[src/rtl/rotate_pkg.sv]
// Shared types and helpers for the rotation frame-buffer bank scheduler.
package rotate_pkg;

  typedef enum logic [1:0] {
    BankFree,
    BankWriting,
    BankReady,
    BankReading
  } bank_state_t;

  typedef logic [1:0] bank_idx_t;

  typedef enum logic {
    WrSkip,
    WrWriting
  } wr_state_t;

  function automatic int unsigned bank_base(input bank_idx_t idx, input int unsigned width,
                                            input int unsigned height);
    return {30'd0, idx} * width * height;
  endfunction

endpackage

[src/rtl/rotate_wr_addrgen.sv]
// Rotated write-address generator: x/y raster counters and CW/CCW address stepping
// relative to the current bank base.
module rotate_wr_addrgen #(
  parameter int unsigned WIDTH  = 320,
  parameter int unsigned HEIGHT = 240,
  parameter int unsigned AW     = 18,
  parameter int unsigned CCW    = 0
) (
  input  logic          clk,
  input  logic          reset,
  input  logic [AW-1:0] base,
  input  logic          ce,
  input  logic          hblank,
  input  logic          vblank,
  input  logic          start,
  output logic [AW-1:0] addr,
  output logic          in_range
);

  localparam int unsigned XW = $clog2(WIDTH + 1);
  localparam int unsigned YW = $clog2(HEIGHT + 1);
  localparam logic [AW-1:0] FirstOff = (CCW != 0) ? AW'(WIDTH * HEIGHT - HEIGHT)
                                                  : AW'(HEIGHT - 1);
  localparam logic [AW-1:0] PixStep  = AW'(HEIGHT);

  logic [XW-1:0] x_q;
  logic [YW-1:0] y_q;
  logic [AW-1:0] off_q;
  logic [AW-1:0] line_q;
  logic [AW-1:0] line_next;
  logic          hblank_q;
  logic          line_end;
  logic          y_in;

  // Line boundaries are only counted inside the active frame, so vertical-blank lines
  // do not advance y.
  assign line_end  = hblank & ~hblank_q & ~vblank;
  assign y_in      = (y_q < YW'(HEIGHT));
  assign in_range  = ce & ~hblank & ~vblank & (x_q < XW'(WIDTH)) & y_in;
  assign addr      = base + off_q;
  assign line_next = (CCW != 0) ? line_q + AW'(1) : line_q - AW'(1);

  always_ff @(posedge clk) begin
    if (reset) begin
      x_q      <= '0;
      y_q      <= '0;
      off_q    <= '0;
      line_q   <= '0;
      hblank_q <= 1'b0;
    end else begin
      hblank_q <= hblank;
      if (start) begin
        x_q    <= '0;
        y_q    <= '0;
        off_q  <= FirstOff;
        line_q <= FirstOff;
      end else if (line_end) begin
        x_q <= '0;
        if (y_in) begin
          y_q    <= y_q + YW'(1);
          line_q <= line_next;
          off_q  <= line_next;
        end
      end else if (in_range) begin
        x_q   <= x_q + XW'(1);
        off_q <= (CCW != 0) ? off_q - PixStep : off_q + PixStep;
      end
    end
  end

endmodule

[src/rtl/rotate_bank_sched.sv]
// Bank scheduler for the rotation frame buffer: bank table, writer/reader hand-off and
// rotated write addressing. Define ROTATE_STATS_EN to build the drop/repeat counters.
module rotate_bank_sched
  import rotate_pkg::*;
#(
  parameter int unsigned WIDTH  = 320,
  parameter int unsigned HEIGHT = 240,
  parameter int unsigned NBUF   = 3,
  parameter int unsigned AW     = 18,
  parameter int unsigned CCW    = 0
) (
  input  logic          clk,
  input  logic          reset,
  input  logic          in_ce,
  input  logic          in_hblank,
  input  logic          in_vblank,
  input  logic          out_frame_req,
  output logic [AW-1:0] wr_addr,
  output logic          wr_en,
  output logic [1:0]    wr_bank,
  output logic [AW-1:0] rd_base,
  output logic [1:0]    rd_bank,
  output logic          rd_valid,
  output logic [15:0]   drop_cnt,
  output logic [15:0]   repeat_cnt
);

  bank_state_t   bank_q [NBUF];
  bank_state_t   bank_d [NBUF];
  wr_state_t     wr_state_q, wr_state_d;
  bank_idx_t     wr_bank_q, wr_bank_d;
  bank_idx_t     rd_bank_q, rd_bank_d;
  logic          rd_valid_q, rd_valid_d;
  logic [AW-1:0] rd_base_q, rd_base_d;
  logic          vblank_q;
  logic          ifb;
  logic          got_ready, got_free;
  bank_idx_t     ready_idx, free_idx;
  logic [AW-1:0] wr_base;
  logic          in_range;
`ifdef ROTATE_STATS_EN
  logic [1:0]    drop_add;
  logic          rep_inc;
`endif

  assign ifb = in_vblank & ~vblank_q;

  always_comb begin
    bank_d     = bank_q;
    wr_state_d = wr_state_q;
    wr_bank_d  = wr_bank_q;
    rd_bank_d  = rd_bank_q;
    rd_valid_d = rd_valid_q;
    rd_base_d  = rd_base_q;
    got_ready  = 1'b0;
    got_free   = 1'b0;
    ready_idx  = '0;
    free_idx   = '0;
`ifdef ROTATE_STATS_EN
    drop_add   = '0;
    rep_inc    = 1'b0;
`endif

    // Writer commit: the finished frame supersedes any READY frame nobody picked up.
    if (ifb && wr_state_q == WrWriting) begin
      for (int i = 0; i < NBUF; i++) begin
        if (bank_d[i] == BankReady) begin
          bank_d[i] = BankFree;
`ifdef ROTATE_STATS_EN
          drop_add  = drop_add + 2'd1;
`endif
        end
      end
      for (int i = 0; i < NBUF; i++) begin
        if (bank_idx_t'(i) == wr_bank_q) bank_d[i] = BankReady;
      end
    end

    // Reader step sees the commit above, so a same-cycle frame end is taken at once.
    for (int i = 0; i < NBUF; i++) begin
      if (!got_ready && bank_d[i] == BankReady) begin
        got_ready = 1'b1;
        ready_idx = bank_idx_t'(i);
      end
    end
    if (out_frame_req) begin
      if (got_ready) begin
        for (int i = 0; i < NBUF; i++) begin
          if (bank_d[i] == BankReading) bank_d[i] = BankFree;
        end
        for (int i = 0; i < NBUF; i++) begin
          if (bank_idx_t'(i) == ready_idx) bank_d[i] = BankReading;
        end
        rd_bank_d  = ready_idx;
        rd_valid_d = 1'b1;
        rd_base_d  = AW'(bank_base(ready_idx, WIDTH, HEIGHT));
      end else if (rd_valid_q) begin
`ifdef ROTATE_STATS_EN
        rep_inc = 1'b1;
`endif
      end
    end

    // Writer acquire sees banks the reader just released.
    if (ifb) begin
      for (int i = 0; i < NBUF; i++) begin
        if (!got_free && bank_d[i] == BankFree) begin
          got_free = 1'b1;
          free_idx = bank_idx_t'(i);
        end
      end
      if (got_free) begin
        for (int i = 0; i < NBUF; i++) begin
          if (bank_idx_t'(i) == free_idx) bank_d[i] = BankWriting;
        end
        wr_state_d = WrWriting;
        wr_bank_d  = free_idx;
      end else begin
        wr_state_d = WrSkip;
`ifdef ROTATE_STATS_EN
        drop_add   = drop_add + 2'd1;
`endif
      end
    end
  end

  always_ff @(posedge clk) begin
    if (reset) begin
      for (int i = 0; i < NBUF; i++) bank_q[i] <= BankFree;
      wr_state_q <= WrSkip;
      wr_bank_q  <= '0;
      rd_bank_q  <= '0;
      rd_valid_q <= 1'b0;
      rd_base_q  <= '0;
      vblank_q   <= 1'b0;
    end else begin
      bank_q     <= bank_d;
      wr_state_q <= wr_state_d;
      wr_bank_q  <= wr_bank_d;
      rd_bank_q  <= rd_bank_d;
      rd_valid_q <= rd_valid_d;
      rd_base_q  <= rd_base_d;
      vblank_q   <= in_vblank;
    end
  end

`ifdef ROTATE_STATS_EN
  logic [15:0] drop_q, rep_q;
  logic [16:0] drop_sum, rep_sum;

  assign drop_sum = {1'b0, drop_q} + {15'd0, drop_add};
  assign rep_sum  = {1'b0, rep_q} + {16'd0, rep_inc};

  always_ff @(posedge clk) begin
    if (reset) begin
      drop_q <= '0;
      rep_q  <= '0;
    end else begin
      drop_q <= drop_sum[16] ? 16'hFFFF : drop_sum[15:0];
      rep_q  <= rep_sum[16] ? 16'hFFFF : rep_sum[15:0];
    end
  end

  assign drop_cnt   = drop_q;
  assign repeat_cnt = rep_q;
`else
  assign drop_cnt   = '0;
  assign repeat_cnt = '0;
`endif

  assign wr_base = AW'(bank_base(wr_bank_q, WIDTH, HEIGHT));

  rotate_wr_addrgen #(
    .WIDTH  (WIDTH),
    .HEIGHT (HEIGHT),
    .AW     (AW),
    .CCW    (CCW)
  ) u_addrgen (
    .clk      (clk),
    .reset    (reset),
    .base     (wr_base),
    .ce       (in_ce),
    .hblank   (in_hblank),
    .vblank   (in_vblank),
    .start    (ifb),
    .addr     (wr_addr),
    .in_range (in_range)
  );

  assign wr_en    = in_range & (wr_state_q == WrWriting);
  assign wr_bank  = wr_bank_q;
  assign rd_bank  = rd_bank_q;
  assign rd_valid = rd_valid_q;
  assign rd_base  = rd_base_q;

endmodule
[config.mk]
export PLATFORM = sky130hd
export DESIGN_NAME = rotate_bank_sched
export DESIGN_NICKNAME = d
export VERILOG_FILES = /design/src/rtl/rotate_pkg.sv /design/src/rtl/rotate_wr_addrgen.sv /design/src/rtl/rotate_bank_sched.sv
export SDC_FILE = /design/constraint.sdc
export NUM_CORES = 1
export LEC_CHECK = 0
export BUFFER_PORTS_ARGS = -buffer_cell sky130_fd_sc_hd__buf_2
export CAP_MARGIN = 20
export CORE_MARGIN = 2
export CORE_UTILIZATION = 55
export CTS_CLUSTER_DIAMETER = 40
export DETAILED_ROUTE_END_ITERATION = 16
export PLACE_DENSITY_LB_ADDON = 0.2
export SYNTH_ARGS = -nofsm -noshare
export SYNTH_HDL_FRONTEND = slang
export SYNTH_SLANG_ARGS = --single-unit
[constraint.sdc]
create_clock -name clk -period 3.95 [get_ports clk]
set_clock_uncertainty 0.15 [all_clocks]
set_input_delay 0.1975 -clock clk [delete_from_list [all_inputs] [get_ports clk]]
set_output_delay 0.1975 -clock clk [all_outputs]
set_load 0.05 [all_outputs]
==> results of run 1 <==
==> sequential cells by signal (all words and copies together) (netlist names) <==
name                cells
bank_q                  6
rd_base                 5
rd_valid                1
u_addrgen.hblank_q      1
u_addrgen.line_q       18
u_addrgen.off_q        18
u_addrgen.x_q           9
u_addrgen.y_q           8
vblank_q                1
wr_bank                 2
wr_state_q              1
==> how the worst max path moves through the flow <==
stage,start,to,cells past startpoint
CTS,wr_bank[1]$_SDFFE_PP0P_,wr_addr[17],11
detailed placement,wr_bank[1]$_SDFFE_PP0P_,wr_addr[17],11
global placement,wr_bank[1]$_SDFFE_PP0P_,wr_addr[17],11
floorplan,wr_bank[1]$_SDFFE_PP0P_,wr_addr[17],13
global route,wr_bank[1]$_SDFFE_PP0P_,wr_addr[17],13
finish,wr_bank[1]$_SDFFE_PP0P_,wr_addr[17],11
==> what timing repair did <==
item	4_1_cts	5_1_grt
gates resized for setup	1	6
hold buffers	1	0
hold endpoints to repair	1	0
endpoints found under the setup margin	1	1
==> area by class of cell <==
type / instances / area (sq um) / area share, %
multi-input cells: 439 / 2850 / 58.5
flip-flops and latches: 70 / 1400 / 28.8
repair buffers: 42 / 228 / 4.68
clock buffers: 12 / 165 / 3.39
well taps: 105 / 131 / 2.70
inverters: 14 / 52.6 / 1.08
clock inverters: 3 / 42.5 / 0.873
==> layout by cell type (no fill, tap or decap), types with 4 or more instances in the layout <==
cell	synthesis	final
dfxtp_1	70	68
nor2_1	54	53
nand2_1	44	44
conb_1	1	42
buf_2	4	36
a21oi_1	34	34
nor3_1	25	25
xor2_1	25	25
xnor2_1	23	21
ha_1	21	20
o21ai_0	16	16
inv_1	14	14
nand3_1	13	13
clkbuf_8	0	12
nand4_1	10	10
nor2b_1	9	9
a31oi_1	9	9
and3_1	7	7
a211oi_1	6	6
nand2b_1	6	6
a21o_1	6	6
nor4_1	5	5
or2_2	5	5
nand4b_1	4	4
o21a_1	4	4
buf_4	60	4
==> power breakdown <==
group	internal (mW)	switching, mW	leakage, nW
clock network	0.339	0.273	0.104
registers	0.734	0.0390	0.571
logic	0.118	0.326	1.36
total	1.19	0.638	2.04
==> synth_stat cells, types with 4 or more instances <==
master / n / area, sq um
nor4_1: 5 / 31.3
ha_1: 21 / 263
xnor2_1: 23 / 201
a21o_1: 6 / 45.0
nor3_1: 25 / 125
clkbuf_1: 15 / 56.3
xor2_1: 25 / 219
nand4_1: 10 / 62.6
inv_1: 14 / 52.6
o21a_1: 4 / 30.0
nand3_1: 13 / 65.1
a211oi_1: 6 / 45.0
a31oi_1: 9 / 56.3
or2_2: 5 / 31.3
nor2b_1: 9 / 56.3
nand4b_1: 4 / 35.0
nand2_1: 44 / 165
nand2b_1: 6 / 37.5
a21oi_1: 34 / 170
nor2_1: 54 / 203
buf_4: 60 / 450
o21ai_0: 16 / 80.1
buf_2: 4 / 20.0
dfxtp_1: 70 / 1400
and3_1: 7 / 43.8
==> layer usage <==
metal | vias up | track usage [%]
met5 | - | 0
met4 | 0 | 9.88
met3 | 21 | 4.15
met2 | 119 | 36.6
met1 | 1823 | 29.9
li1 | 1920 | -
==> logic make-up after synthesis <==
| logic type | Yosys count | share of synthesized area (%) |
|---|---|---|
| AO/OA/AOI/OAI | 114 | 17.4 |
| XOR/XNOR | 48 | 9.04 |
| adder cells (fa/ha/maj) | 22 | 6.08 |
| buffers and inverters | 95 | 12.8 |
| flip-flops | 70 | 30.1 |
| multiplexers | 2 | 0.430 |
| other | 1 | 0.0806 |
| AND/OR/NAND/NOR | 211 | 24.1 |
==> metrics by stage <==
step	total power, mW	hold WS, ns	area [sq um]	util, %	std cells
5_1_grt	1.90	0.0747	4870	59.3	685
6_report	1.83	0.0757	4870	59.3	685
2_1_floorplan	1.20	0.176	4820	-	604
4_1_cts	1.84	0.0614	4850	59.0	685
3_5_place_dp	1.23	0.302	4620	56.3	669
3_3_place_gp	1.22	0.279	4620	56.3	669
==> summary.md, run 1 <==
| Metric | Value |
|---|---|
| Antenna Nets Post-Route | 0 |
| Final hold vios | 0 |
| Fin crit period | 3.70 ns |
| Worst Path Arrival | around 3.4 ns |
| Syn. warnings | 0 |
| Metal3 WL | ~490 um |
| Die Wd | 96.0 um |
| DR DRC count | 0 |
| Crit path kind | flop to output port |
| Max transition margin | a little under two fifths |
| Cell Area, Synth | 4650 sq um |
| Hold Crit Class | input port to flop |
| Leak | 2.04 nW |
| Drt via density | 5.67 |
| Synth Flop Type | dfxtp_1 |
| Row Count | 33 |
| Final worst-path cycle share | 93.6% |
| Netlist cell types | 74 |
| Post-synthesis register bit count | 70 |
| Die Y | 96.0 um |
| Power density cells | 376 nW/um^2 |
| RSZ-0062 raised after global routing | no |
| Layout cells sized above 1 | 15.5% |
| H-tree Lvls | 3 |
| Final WS setup | around 0.25 ns |
| Final setup vio count | 0 |
| Die Area | a little over 9000 sq um |
| Routed WL | 10100 um |
| R2R Path End | u_addrgen.off_q[12]$_SDFFE_PP0P_ |
| Final HPWL DP | just over 7000 um |
| Vias | slightly below 4000 |
| Total grt overflow | 0 |
| Met1 Wirelength | 4590 um |
| CP cell instances | inv_1, ha_2, or2_2, ha_1, ha_1, a21o_1, a21o_1, ha_1, o41ai_4, xnor2_2, clkbuf_4 |
| Worst reg2reg startpoint | u_addrgen.line_q[0]$_SDFFE_PP0P_ |
| Status | complete, no violations |
| CTS tree | yes |
| Clock root buffer | clkbuf_8 |
| GRT Total Usage | a little under a quarter |
| CTS Sinks | 70 |
| Initial antenna violation count | 0 |
| Largest net degree at the start of global routing | 32 |
| Io pins | 80 |
| Register-to-Register Path Depth | 7 |
| VDD IR max | approximately 0.29 mV |
| Fmax | between 200 and 300 MHz |
| R2R setup slack | between 1 and 1.5 ns |
| Post-synth EDFFs | 0 |
| CP Launch Type | flop |
| Cell mode on critical path | ha_1 |
| HP Start | in_vblank |
| DRT iter0 DRCs | 198 |
| CP peak stage delay | about 0.4 ns |
| Max-cap viol count | 0 |
| CTS Buf Count | 9 |
| Crit end category | output port |
| FILL cells | 739 |
| Core area | 8220 sq um |
| TNS Setup | 0 ns |
| Hold path depth | 2 |
| Synthesized instance count | around 560 |
| First-pass GRT wire length | 16400 um |
| Clock Latency Late Sink | 0.35 ns |
| Input/output buffers | 37 |
| Bufs and invs on worst path | 2 |
| Worst Hold End | vblank_q$_SDFF_PP0_ |
| Clk pin slew, worst setup/hold paths | 0.08 ns |
| CP required | 3.60 ns |
| Max-slew violations | 0 |
| Area grow syn2layout | 4.73% |
| Share of flip-flops with an asynchronous set or reset | 0% |
| GPL Wtd Cong | 0.914 |
| Critical path's slowest cell | dfxtp_2 |
| Ant. Diodes | 0 |
| Setup Fix Bufs, Post-CTS | 0 |
| Avg Inst Size Synth | 8.26 sq um |
| Final #Nets | between 600 and 700 |
| Seq/Total Area, Yosys | 30.1% |
| Highest metal used | met4 |
| Clock tree buffer depth | 2 |
| Tightest Pin Transition | 0.939 ns |
| Met2 routed WL | between 4000 and 5000 um |
| CP top delay family | adder cells |
| Dpl ws | approximately 0.28 ns |
| Pre-antenna DRT Iters | 5 |
| Vias in the first global route | 3473 |
| Initial Util | 56.6% |
| DR WL/cell | between 10 and 15 um |
| Crit Path Max Fanout | 10 |
Note: power is estimated with default switching activity, not from simulation.
==> inputs of run 2 (changes only) <==
- CORE_UTILIZATION: 55 -> 51
- SLEW_MARGIN: not set -> 5
- clock period: 3.95 -> 3.15 ns (I/O delays scaled with it)
==> run 2 against run 1 <==
  * The run now ends with negative setup slack left
  * Wire length hardly changed
  * Final area increased by 4.2%
  * Setup slack worse by 0.30 ns
  * Combinational power up 37%
  * Largest power group unchanged
==> summary.md, run 2 (same netlist as run 1, synthesis figures left out) <==
| Metric | Value |
|---|---|
| Vias in the first global route | 3553 |
| H-tree Lvls | 3 |
| Power density cells | between 400 and 500 nW/um^2 |
| Vias | 3876 |
| CP cell instances | inv_4, ha_4, xor2_4, ha_4, ha_4, a21o_1, a21o_1, ha_4, nor2_4, nor2_4, o41ai_4, xnor2_2, buf_6 |
| Routed WL | 10100 um |
| Crit path kind | flop to output port |
| Io pins | 80 |
| Worst hold slack | 0.0433 ns |
| Worst reg2reg startpoint | u_addrgen.line_q[0]$_SDFFE_PP0P_ |
| Pre-antenna DRT Iters | 5 |
| GRT Total Usage | 21.1% |
| VDD IR max | 0.273 mV |
| CP peak stage delay | 0.40 ns |
| Die Area | 9900 sq um |
| Clock network power share | 30.3% |
| Final hold vios | 0 |
| Largest net degree at the start of global routing | 32 |
| FILL cells | 816 |
| Failing checks | negative setup slack |
| Internal | approximately 1.5 mW |
| Row Count | 34 |
| CTS tree | yes |
| Drt via density | 5.53 |
| DR DRC count | 0 |
| RSZ-0062 raised after global routing | yes |
| Hold path depth | 2 |
| Commonest non-fill, non-tap cell in the layout | dfxtp_1 |
| CP top delay family | adder cells |
| CTS Buf Count | 9 |
| Antenna Nets Post-Route | 0 |
| Final WS setup | -0.0500 ns |
| Total grt overflow | 0 |
| DR WL/cell | between 10 and 15 um |
| Top Registers | u_addrgen.line_q x18, u_addrgen.off_q x18, u_addrgen.x_q x9 |
| Initial Util | between 50% and 60% |
| R2R setup slack | 0.71 ns |
| Die Wd | 99.5 um |
| Seq pwr share | between 40% and 50% |
| Clock tree buffer depth | 2 |
| Max-slew violations | 0 |
| CP Launch Type | flop |
| Bufs and invs on worst path | 2 |
| Final worst-path cycle share | 102% |
| Max-cap viol count | 0 |
| CTS Sinks | 70 |
| Final HPWL DP | around 7000 um |
| Worst Path Arrival | 2.89 ns |
| Highest-count cells in the layout ignoring fill and taps | dfxtp_1, nor2_1, nand2_1 |
| Layout cells sized above 1 | 18.7% |
| R2R Path End | u_addrgen.off_q[17]$_SDFFE_PP0P_ |
| Core area | 8760 sq um |
| Fin crit period | between 3 and 4 ns |
| Status | finished, violations left |
| Input/output buffers | 37 |
| Clk pin slew, worst setup/hold paths | 0.07 ns |
| CP required | 2.84 ns |
| Hold Crit Class | input port to flop |
| HP Start | in_vblank |
| Max transition margin | 53.1% |
| Register-to-Register Path Depth | 5 |
| Comb pwr share | 26.9% |
| Final setup vio count | 1 |
| Worst setup path start | wr_bank[0]$_SDFFE_PP0P_ |
| Worst Hold End | vblank_q$_SDFF_PP0_ |
| Final Core Density | 57.9% |
| Final #Nets | 616 |
| DRT iter0 DRCs | 238 |
| Sw power | 0.800 mW |
| Critical path's slowest cell | dfxtp_4 |
| Initial antenna violation count | 0 |
| Leak | ~2.1 nW |
| Fmax | between 300 and 400 MHz |
| Clock Latency Late Sink | 0.34 ns |
| Dpl ws | 0.0991 ns |
| Clock root buffer | clkbuf_8 |
| Crit end category | output port |
| Switching Fraction | between 30% and 40% |
| Tightest Pin Transition | ~0.70 ns |
| GPL Wtd Cong | 0.860 |
| First-pass GRT wire length | 17100 um |
| Crit Path Max Fanout | 5 |
| TNS Setup | -0.0500 ns |
| Die Y | 99.5 um |
| Area grow syn2layout | 9.12% |
| Cell mode on critical path | ha_4 |
| Ant. Diodes | 0 |
run 2: changes by cell type in the layout (fill, tap and decap cells not counted), moves of 3 or more:
| cell | before | now |
|---|---|---|
| buf_4 | 4 | 17 |
| clkbuf_1 | 0 | 3 |
| ha_1 | 20 | 15 |
| ha_4 | 0 | 5 |
run 2: area by class of cell:
type                       count  area (sq um)  share of cell area (%)
tap                          108           135                    2.66
clock inverter                 2          13.8                   0.271
clock buffer                  14           174                    3.43
sequential                    70          1410                    27.8
timing repair buffer          54           327                    6.43
inverter                      14          57.6                    1.13
multi-input combinational    439          2960                    58.3
run 2: worst max-delay path by stage:
stage / end / slack (ns) / cells past startpoint
final: wr_addr[17] / -0.05 / 13
after global routing: wr_addr[17] / -0.13 / 13
after CTS: wr_addr[17] / -0.07 / 11
after detailed placement: wr_addr[17] / 0.1 / 11
after global placement: wr_addr[17] / 0.14 / 11
after floorplan: wr_addr[17] / -0.08 / 13
run 2: power by group through the flow:
stage                     sequential (mW)  combinational (mW)  clock [mW]
after floorplan                     0.990               0.535           0
after global placement              0.987               0.573           0
after detailed placement            0.989               0.579           0
after CTS                           0.966               0.606       0.706
after global routing                0.974               0.657       0.744
final                               0.967               0.609       0.685
run 2: metal layers:
metal  up-vias  wire length, um  track usage (%)  part of all wire [%]
met1      1799             4850             29.1                    48
met3         9              482             4.15                   4.8
met4         0              104             5.80                   1.0
met2       121             4670             33.7                    46
met5         -                0                0                     0
li1       1947                -                -                     -
run 2: stage by stage:
stage	total power, mW	cell area [sq um]	cells
final	2.26	5070	701
after global routing	2.37	5070	701
after CTS	2.28	5060	701
after detailed placement	1.57	4760	677
after global placement	1.56	4760	677
after floorplan	1.53	4920	604
run 2: worst reg2reg max path: cells and delay by family, from the launching register on:
kind | cells | cell delay [ns]
DFF | 1 | 0.35
AOI/OAI and AO/OA | 1 | 0.29
and+or+nand+nor | 4 | 1.55
run 2: repair_timing:
action | in CTS | in global routing
gates cloned | 0 | 0
hold buffers | 1 | 0
gates resized for setup | 11 | 5
pin swaps | 10 | 7
hold endpoints to repair | 1 | 0
buffers inserted | 7 | 0
setup endpoints to repair | 1 | 2
